File: config.mk
export PLATFORM = sky130hd
export DESIGN_NAME = fetch_stage_flat
export DESIGN_NICKNAME = d
export VERILOG_FILES = /design/src/rtl/fetch_pkg.sv /design/src/rtl/fetch_if.sv /design/src/rtl/fetch_skid_buf.sv /design/src/rtl/fetch_stage.sv /design/src/flat_wrapper.sv
export SDC_FILE = /design/constraint.sdc
export NUM_CORES = 1
export LEC_CHECK = 0
export CAP_MARGIN = 20
export CORE_ASPECT_RATIO = 0.8
export CORE_UTILIZATION = 57
export DETAILED_ROUTE_END_ITERATION = 8
export PLACE_DENSITY_LB_ADDON = 0.12
export SLEW_MARGIN = 20
export SYNTH_ARGS = -nofsm -noshare
export SYNTH_HDL_FRONTEND = slang
export SYNTH_SLANG_ARGS = --single-unit
File: constraint.sdc
create_clock -name clk -period 4.2 [get_ports clk]
set_clock_uncertainty 0.05 [all_clocks]
set_input_delay 0.63 -clock clk [delete_from_list [all_inputs] [get_ports clk]]
set_output_delay 0.63 -clock clk [all_outputs]
set_load 0.03 [all_outputs]
File: src/rtl/fetch_pkg.sv
// fetch_pkg: shared constants and state type for the fetch stage.
package fetch_pkg;
    localparam logic [31:0] PC_RESET_DEFAULT = 32'h0000_0000;
    localparam logic [31:0] PC_INC = 32'd4;
    typedef enum logic [1:0] {FETCH, HOLD, DRAIN} fetch_state_t;
endpackage

File: src/rtl/fetch_if.sv
// fetch_if: instruction memory request/response bus.
interface fetch_if;
    logic        imem_req;
    logic [31:0] imem_addr;
    logic        imem_ready;
    logic [31:0] imem_data;
    modport master (output imem_req, imem_addr, input imem_ready, imem_data);
    modport slave (input imem_req, imem_addr, output imem_ready, imem_data);
endinterface

File: src/rtl/fetch_skid_buf.sv
// fetch_skid_buf: one-entry buffer holding a word fetched while decode stalls.
module fetch_skid_buf (
    input  logic        clk,
    input  logic        clr,
    input  logic        load,
    input  logic        unload,
    input  logic        discard,
    input  logic [31:0] in_data,
    input  logic [31:0] in_pc4,
    output logic [31:0] data,
    output logic [31:0] pc4,
    output logic        full
);
    always_ff @(posedge clk or negedge clr)
        if (!clr) begin
            data <= '0;
            pc4  <= '0;
            full <= 1'b0;
        end else begin
            if (load) begin
                data <= in_data;
                pc4  <= in_pc4;
            end
            full <= load ? 1'b1 : (unload || discard) ? 1'b0 : full;
        end
endmodule

File: src/rtl/fetch_stage.sv
// fetch_stage: PC, fetch FSM and IF/ID register.
// Define FETCH_PERF_CNT_EN to add the fetch_count output.
module fetch_stage import fetch_pkg::*; #(
    parameter logic [31:0] PC_RESET = PC_RESET_DEFAULT
) (
    input  logic        clk,
    input  logic        clr,
    input  logic        stall,
    input  logic        branch_taken,
    input  logic [31:0] branch_target,
    fetch_if.master     imem,
    output logic        ifid_valid,
    output logic [31:0] ifid_instr,
    output logic [31:0] ifid_pc4
`ifdef FETCH_PERF_CNT_EN
    ,
    output logic [31:0] fetch_count
`endif
);
    fetch_state_t state, state_next;
    logic [31:0] pc, pc_next, pc_inc, drain_addr, skid_data, skid_pc4;
    logic ld_ifid, use_skid, kill, skid_ld, skid_unld, skid_disc, drain_ld, skid_full;

    assign pc_inc = pc + PC_INC;
    assign imem.imem_req = clr && state == FETCH;
    // the abandoned request keeps its address on the bus until memory answers it
    assign imem.imem_addr = state == DRAIN ? drain_addr : pc;

    always_comb begin
        state_next = state;
        pc_next = pc;
        ld_ifid = 1'b0;
        use_skid = 1'b0;
        kill = 1'b0;
        skid_ld = 1'b0;
        skid_unld = 1'b0;
        skid_disc = 1'b0;
        drain_ld = 1'b0;
        if (branch_taken) begin
            pc_next = branch_target & ~32'h3;
            kill = 1'b1;
            skid_disc = 1'b1;
            drain_ld = state == FETCH && !imem.imem_ready;
            state_next = (state != HOLD && !imem.imem_ready) ? DRAIN : FETCH;
        end else begin
            case (state)
                FETCH: begin
                    pc_next = imem.imem_ready ? pc_inc : pc;
                    skid_ld = imem.imem_ready && stall;
                    ld_ifid = imem.imem_ready && !stall;
                    kill = !imem.imem_ready && !stall;
                    state_next = skid_ld ? HOLD : FETCH;
                end
                HOLD: begin
                    ld_ifid = !stall && skid_full;
                    use_skid = 1'b1;
                    skid_unld = ld_ifid;
                    state_next = stall ? HOLD : FETCH;
                end
                default: state_next = imem.imem_ready ? FETCH : DRAIN;
            endcase
        end
    end

    always_ff @(posedge clk or negedge clr)
        if (!clr) begin
            state      <= FETCH;
            pc         <= PC_RESET;
            drain_addr <= PC_RESET;
            ifid_valid <= 1'b0;
            ifid_instr <= '0;
            ifid_pc4   <= '0;
        end else begin
            state <= state_next;
            pc    <= pc_next;
            if (drain_ld) drain_addr <= pc;
            if (ld_ifid) begin
                ifid_valid <= 1'b1;
                ifid_instr <= use_skid ? skid_data : imem.imem_data;
                ifid_pc4   <= use_skid ? skid_pc4 : pc_inc;
            end else if (kill) begin
                ifid_valid <= 1'b0;
            end
        end

    fetch_skid_buf u_skid (
        .clk(clk),
        .clr(clr),
        .load(skid_ld),
        .unload(skid_unld),
        .discard(skid_disc),
        .in_data(imem.imem_data),
        .in_pc4(pc_inc),
        .data(skid_data),
        .pc4(skid_pc4),
        .full(skid_full)
    );

`ifdef FETCH_PERF_CNT_EN
    always_ff @(posedge clk or negedge clr)
        if (!clr) fetch_count <= '0;
        else if (ld_ifid) fetch_count <= fetch_count + 32'd1;
`endif
endmodule

File: src/flat_wrapper.sv
// flat-port wrapper written by rule: the top's interface ports become plain ports
module fetch_stage_flat import fetch_pkg::*;
#(
    parameter logic [31:0] PC_RESET = PC_RESET_DEFAULT
)
  (clk, clr, stall, branch_taken, branch_target, ifid_valid, ifid_instr, ifid_pc4, imem_imem_req, imem_imem_addr, imem_imem_ready, imem_imem_data);
  fetch_if imem_i ();
  input  logic clk;
  input  logic clr;
  input  logic stall;
  input  logic branch_taken;
  input  logic [31:0] branch_target;
  output logic ifid_valid;
  output logic [31:0] ifid_instr;
  output logic [31:0] ifid_pc4;
  output wire logic [$bits(imem_i.imem_req)-1:0] imem_imem_req;
  output wire logic [$bits(imem_i.imem_addr)-1:0] imem_imem_addr;
  input wire logic [$bits(imem_i.imem_ready)-1:0] imem_imem_ready;
  input wire logic [$bits(imem_i.imem_data)-1:0] imem_imem_data;
  assign imem_imem_req = imem_i.imem_req;
  assign imem_imem_addr = imem_i.imem_addr;
  assign imem_i.imem_ready = imem_imem_ready;
  assign imem_i.imem_data = imem_imem_data;
  fetch_stage #(.PC_RESET(PC_RESET)) u_core (.clk(clk), .clr(clr), .stall(stall), .branch_taken(branch_taken), .branch_target(branch_target), .imem(imem_i), .ifid_valid(ifid_valid), .ifid_instr(ifid_instr), .ifid_pc4(ifid_pc4));
endmodule
==> results of run 1 <==
[Yosys cell counts, types with 2 or more instances]
cell / n / area [um2]
o211ai_1: 2 / 15.0
and3_1: 7 / 43.8
o21a_1: 2 / 15.0
nand4_1: 10 / 62.6
nor2_2: 2 / 12.5
nand3_1: 19 / 95.1
and2_1: 2 / 12.5
xor2_1: 17 / 149
dfrtp_1: 188 / 4700
o21ai_1: 4 / 20.0
mux2i_1: 2 / 20.0
buf_6: 5 / 56.3
o21ai_0: 72 / 360
inv_1: 3 / 11.3
o22ai_1: 13 / 81.3
or4_1: 3 / 22.5
nor2_1: 68 / 255
buf_4: 5 / 37.5
clkbuf_1: 57 / 214
nor4_1: 9 / 56.3
a21oi_1: 26 / 130
and4_1: 5 / 43.8
buf_2: 11 / 55.1
mux2_2: 93 / 1050
nand2_1: 153 / 574
nand2b_1: 2 / 12.5
a31oi_1: 34 / 213
xnor2_1: 37 / 324
nor3_1: 22 / 110
or3_1: 2 / 12.5
a21o_1: 5 / 37.5
nor4b_1: 2 / 17.5
[cell families after synthesis]
family | synth area share [%]
AND/OR/NAND/NOR | 16.0
buffers and inverters | 4.44
multiplexers | 11.9
XOR/XNOR | 5.26
AO/OA/AOI/OAI | 9.97
flip-flops | 52.3
other | 0.0417
adder cells (fa/ha/maj) | 0.139
[flip-flops by register name (all words and copies together), names as in the netlist]
register	cells
u_core.ifid_instr	32
u_core.u_skid.data	32
u_core.drain_addr	30
u_core.ifid_pc4	30
u_core.pc	30
u_core.u_skid.pc4	30
u_core.state	2
u_core.ifid_valid	1
u_core.u_skid.full	1
[metrics by stage]
step | utilization (%) | hold WS (ps) | area (um2) | power [mW]
after floorplan | - | 284 | 9010 | 3.44
after global placement | 69.9 | 407 | 10600 | 4.07
after detailed placement | 69.9 | 413 | 10600 | 4.12
after CTS | 74.2 | 377 | 11300 | 5.88
after global routing | 74.3 | 410 | 11300 | 6.12
final | 74.3 | 355 | 11300 | 5.85
[worst max path at each step]
stage                         start               endpoint  slack, ps  cells past startpoint
floorplan           u_core.state[1]     imem_imem_addr[10]       1810                      4
global placement    imem_imem_ready  u_core.u_skid.data[4]        890                      6
detailed placement  imem_imem_ready  u_core.u_skid.data[5]        860                      6
CTS                 u_core.state[1]      imem_imem_addr[4]        540                      4
global route        u_core.state[1]      imem_imem_addr[4]        440                      4
finish              u_core.state[1]      imem_imem_addr[7]        540                      4
[power groups by stage]
| stage | Clock (mW) | Combinational, mW | Sequential [mW] |
|---|---|---|---|
| CTS | 1.78 | 1.62 | 2.48 |
| global placement | 0 | 1.58 | 2.49 |
| detailed placement | 0 | 1.61 | 2.51 |
| global route | 1.86 | 1.72 | 2.54 |
| floorplan | 0 | 0.719 | 2.72 |
| finish | 1.75 | 1.61 | 2.49 |
[worst max-delay path: cells and delay by family (launching register included)]
kind | cells | cell delay (ps)
buf+inv | 2 | 860
simple gates | 1 | 700
flops | 1 | 630
mux | 1 | 360
[layer usage]
metal	GRT usage (%)	share of wire [%]
met5	0	0
met4	6.67	1.1
met1	38.9	45
met3	6.57	7.0
met2	43.3	47
[final cells by class]
type                    count  area, um2
repair buffers            174       1750
clock buffers              17        425
fillers                  1136       3910
multi-input cells         630       3930
well taps                 210        263
clock inverters            15        228
inverters                   3       11.3
flip-flops and latches    188       4700
==> results by group, run 1 <==
Power and ir drop
  – Peak VDD IR: 0.375 mV
  – Switching part of the total: 32.1%
  – Logic pwr share: 27.5%
  – Seq pwr share: 42.5%
  – Pint: 3.97 mW
  – Static Leak: 4.64 nW
  – Clock Power Share: 30.0%
  – Pwr Density: 517 mW/mm2
  – Switching pwr: 1.88 mW

Timing
  – Fin. Hold Viols: 0
  – RSZ-0062 raised after global routing: no
  – Pins over their slew limit: 0
  – Worst-Margin Slew: 813 ps
  – Max-slew headroom: 45.6%
  – Min Tclk post-route: 3660 ps
  – Setup TNS: 0 ps
  – Final period utilization: 87.1%
  – Setup ws final: ~540 ps
  – # setup viols final: 0
  – Peak Freq: about 270 MHz

Worst setup path
  – Slowest stage delay, CP: 700 ps
  – Crit start category: flip-flop
  – Slowest-stage cell, CP: nor2b_2
  – R2R setup slack: ~1400 ps
  – Worst EP required: 3520 ps
  – Worst reg-to-reg path cell count: 5
  – Critical path data arrival time: 2980 ps
  – Worst-path cell chain: nor2b_2 > buf_12 > mux2_2 > clkdlybuf4s50_1
  – Critical path class: flip-flop to output pin
  – Crit-path max FO: 22
  – CP endpoint kind: output pin
  – FF-to-FF End: u_core.u_skid.data[5]
  – Critical R2R Launch: u_core.state[1]

Placement
  – DPL Wire Length: ~14,000 um
  – Pre-CTS worst setup slack: 863 ps
  – Placed cells: 1,204
  – Port Buffers: 160
  – Routability congestion estimate: 0.866

Layout
  – Final std cells w/o fill: 1,237
  – Area grow syn2layout: 25.7%
  – Final Net Count: ~1,100
  – Commonest non-fill, non-tap cell in the layout: dfrtp_1
  – Commonest non-fill, non-tap cells in the layout: dfrtp_1 (188), clkdlybuf4s50_1 (158), nand2_1 (152)
  – N_diodes: 0
  – Share of post-route cells with drive strength above 1: approximately 15%

Detailed routing
  – Vias: 7,072
  – Iteration-0 DRC Markers: between 400 and 500
  – Vias/cell: around 5.7
  – Residual DRC: 0
  – Post-Route WL: 21,400 um
  – Antenna-violating nets left: 0
  – Pre-antenna DRT Iters: 5
  – Routed WL per cell: 17.3 um

Synthesis
  – Number of synthesized flops with an enable pin: 0
  – #FFs+latches synth: 188
  – Mapped cell area: 0.00900 mm2
  – Sequential area share after synthesis: 52.3%
  – Distinct cells, synth: 50
  – Syn Area/Cell: 10.0 um2
  – Synth async-reset ratio: 100%
  – Syn Inst Count: 900
  – Main synth FF type: dfrtp_1
  – Synth warn: 0

Flow run
  – Max_cap viols: 0

Clock network
  – Clock buffer count from CTS: 17
  – Postcts setup bufs: 0
  – H-tree depth: 4
  – Hold_buf cts: 0
  – Post_cts resized: 0
  – CTS tree: built
  – CTS Root Buffer Type: clkbuf_16
  – Worst-Skew Late Latency: 430 ps
  – Clock-pin slew on the worst setup and hold paths: 70 ps
  – Clk sink count: 188
  – Max clock buf depth: 2

GRT
  – Overall Global Routing Usage: between 20% and 30%
  – Gr ovfl total: 0
  – Vias in the first global route: 6,659
  – Largest net degree at the start of global routing: 92
  – Initial antenna violation count: 0
  – Global-route wire length before repair: 34,400 um

Die
  – Die Ht: between 100 and 150 um
  – Site row count: 40
  – Placeable Area: 0.0152 mm2
  – Die Area: ~0.016 mm2
  – Starting Density: 59.1%
  – Total I/O pin count: approximately 170
  – Die X: 142 um

Status
  – Status: finished clean

Hold path
  – Worst hold path type: input pin to async pin
Power figures use the tool's default switching activity.
==> run 2, diff against run 1 <==
- HOLD_SLACK_MARGIN: not set -> 0.15
==> results of run 2 <==
No change in the layout: final DEF, timing and power equal those of run 1.
==> run 3, diff against run 2 <==
- CORE_UTILIZATION: 57 -> 54
==> results by group, run 3 (synthesized netlist as in run 1, its figures left out) <==
Detailed routing
  – Vias: 6,932
  – Post-Route WL: 21,000 um
  – Post-Route M1 WL: 9410 um
  – Routed WL per cell: 16.9 um
  – Antenna-violating nets left: 0
  – Vias/cell: 5.59
  – Pre-antenna DRT Iters: 7
  – Max Used Layer: met4
  – Met3 WL: 1200 um
  – Residual DRC: 0
  – Met2 routed WL: roughly 10,000 um
  – Iteration-0 DRC Markers: 580

Worst setup path
  – Critical path data arrival time: 2710 ps
  – Crit start category: flip-flop
  – CP bufs+invs: 2
  – Worst-path cell chain: nor2b_2 > buf_4 > mux2_2 > clkdlybuf4s50_1
  – Slowest-stage cell, CP: dfrtp_1
  – Critical path class: flip-flop to output pin
  – Crit-path max FO: 31
  – Worst EP required: 3520 ps
  – Slowest stage delay, CP: 660 ps
  – CP delay by family, top: buffers and inverters
  – CP endpoint kind: output pin

Clock network
  – H-tree depth: 4
  – CTS tree: built
  – Clock-pin slew on the worst setup and hold paths: 70 ps
  – CTS Root Buffer Type: clkbuf_16
  – Clock buffer count from CTS: 17
  – Max clock buf depth: 2
  – Clk sink count: 188
  – Worst-Skew Late Latency: 430 ps
  – Post_cts resized: 0

Flow run
  – Max_cap viols: 0

Power and ir drop
  – Static Leak: 4.65 nW
  – Peak VDD IR: 0.308 mV
  – Pwr Density: 517 mW/mm2
  – Pwr Total: just under 6 mW

Timing
  – Setup TNS: 0 ps
  – RSZ-0062 raised after global routing: no
  – Fin. Hold Viols: 0
  – Final period utilization: 80.7%
  – Min Tclk post-route: 3390 ps
  – Pins over their slew limit: 0
  – # setup viols final: 0
  – Max-slew headroom: 33.1%
  – Peak Freq: 295 MHz
  – Worst-Margin Slew: 1000 ps
  – Setup ws final: 810 ps
  – Final hold slack: 427 ps

Layout
  – Final Net Count: roughly 1,100
  – Final std cells w/o fill: 1,241
  – Biggest regs: u_core.ifid_instr x32, u_core.u_skid.data x32
  – Commonest non-fill, non-tap cells in the layout: dfrtp_1 (188), clkdlybuf4s50_1 (158), nand2_1 (152)
  – N_diodes: 0
  – Area grow syn2layout: 25.7%
  – Share of post-route cells with drive strength above 1: 14.9%
  – Commonest non-fill, non-tap cell in the layout: dfrtp_1

Placement
  – Pre-CTS worst setup slack: 902 ps
  – Routability congestion estimate: 0.876
  – Port Buffers: 160
  – Placed cells: 1,208
  – DPL Wire Length: 13,500 um

GRT
  – Initial antenna violation count: 0
  – Largest net degree at the start of global routing: 188
  – Gr ovfl total: 0
  – Vias in the first global route: 6,852
  – Overall Global Routing Usage: 25.6%
  – Global-route wire length before repair: 34,900 um

Status
  – Status: finished clean

Die
  – Site row count: between 40 and 50
  – Die X: roughly 150 um
  – Total I/O pin count: roughly 170
  – Starting Density: 56.2%
  – Die Area: 0.0172 mm2
  – Placeable Area: 0.0160 mm2
  – Die Ht: 117 um

Hold path
  – Worst hold path type: flip-flop to flip-flop
## run 3: final cells by class
| class | instances | area, um2 |
|---|---|---|
| clock inverters | 15 | 225 |
| repair buffers | 173 | 1750 |
| flip-flops and latches | 188 | 4700 |
| clock buffers | 17 | 425 |
| inverters | 3 | 11.3 |
| multi-input cells | 630 | 3930 |
| well taps | 215 | 269 |
| fillers | 1284 | 4690 |
## run 3: what timing repair did
action	in CTS	in global routing
hold endpoints to repair	1	0
hold buffers	1	0
buffers inserted	0	0
## run 3: through the flow
stage / utilization (%) / cell area (um2)
after floorplan: - / 9010
after global placement: 66.6 / 10700
after detailed placement: 66.6 / 10700
after CTS: 70.7 / 11300
after global routing: 70.7 / 11300
final: 70.7 / 11300
## run 3: worst paths after layout
path                                       startpoint               endpoint  slack [ps]  cells after the start
worst min register to register  u_core.u_skid.pc4[15]  u_core.u_skid.pc4[15]         430                      2
max in group asynchronous                         clr          u_core.pc[28]        2430                      3
worst max register to register           u_core.pc[4]    u_core.ifid_pc4[31]        1350                      5
worst max-delay path                  u_core.state[1]     imem_imem_addr[20]         810                      4
worst min-delay path            u_core.u_skid.pc4[15]  u_core.u_skid.pc4[15]         430                      2
min in group asynchronous                         clr   u_core.drain_addr[7]         510                      2
## run 3: tightest hold or removal path: cells and delay by family, from the launching register on
family / cells / cell delay, ps
AND/OR/NAND/NOR: 1 / 40
flip-flops: 1 / 340
AO/OA/AOI/OAI: 1 / 60
## run 3: per-layer routing
metal / global-route usage (%) / vias up
met5: 0 / -
met4: 6.05 / 0
met3: 5.39 / 20
met2: 42.3 / 214
met1: 34.7 / 3384
li1: - / 3314
## run 3: power breakdown
group / leakage, nW / internal (mW) / total (mW) / switching [mW]
clock: 0.314 / 1.02 / 1.76 / 0.745
combinational: 2.07 / 0.741 / 1.59 / 0.851
sequential: 2.26 / 2.21 / 2.49 / 0.278
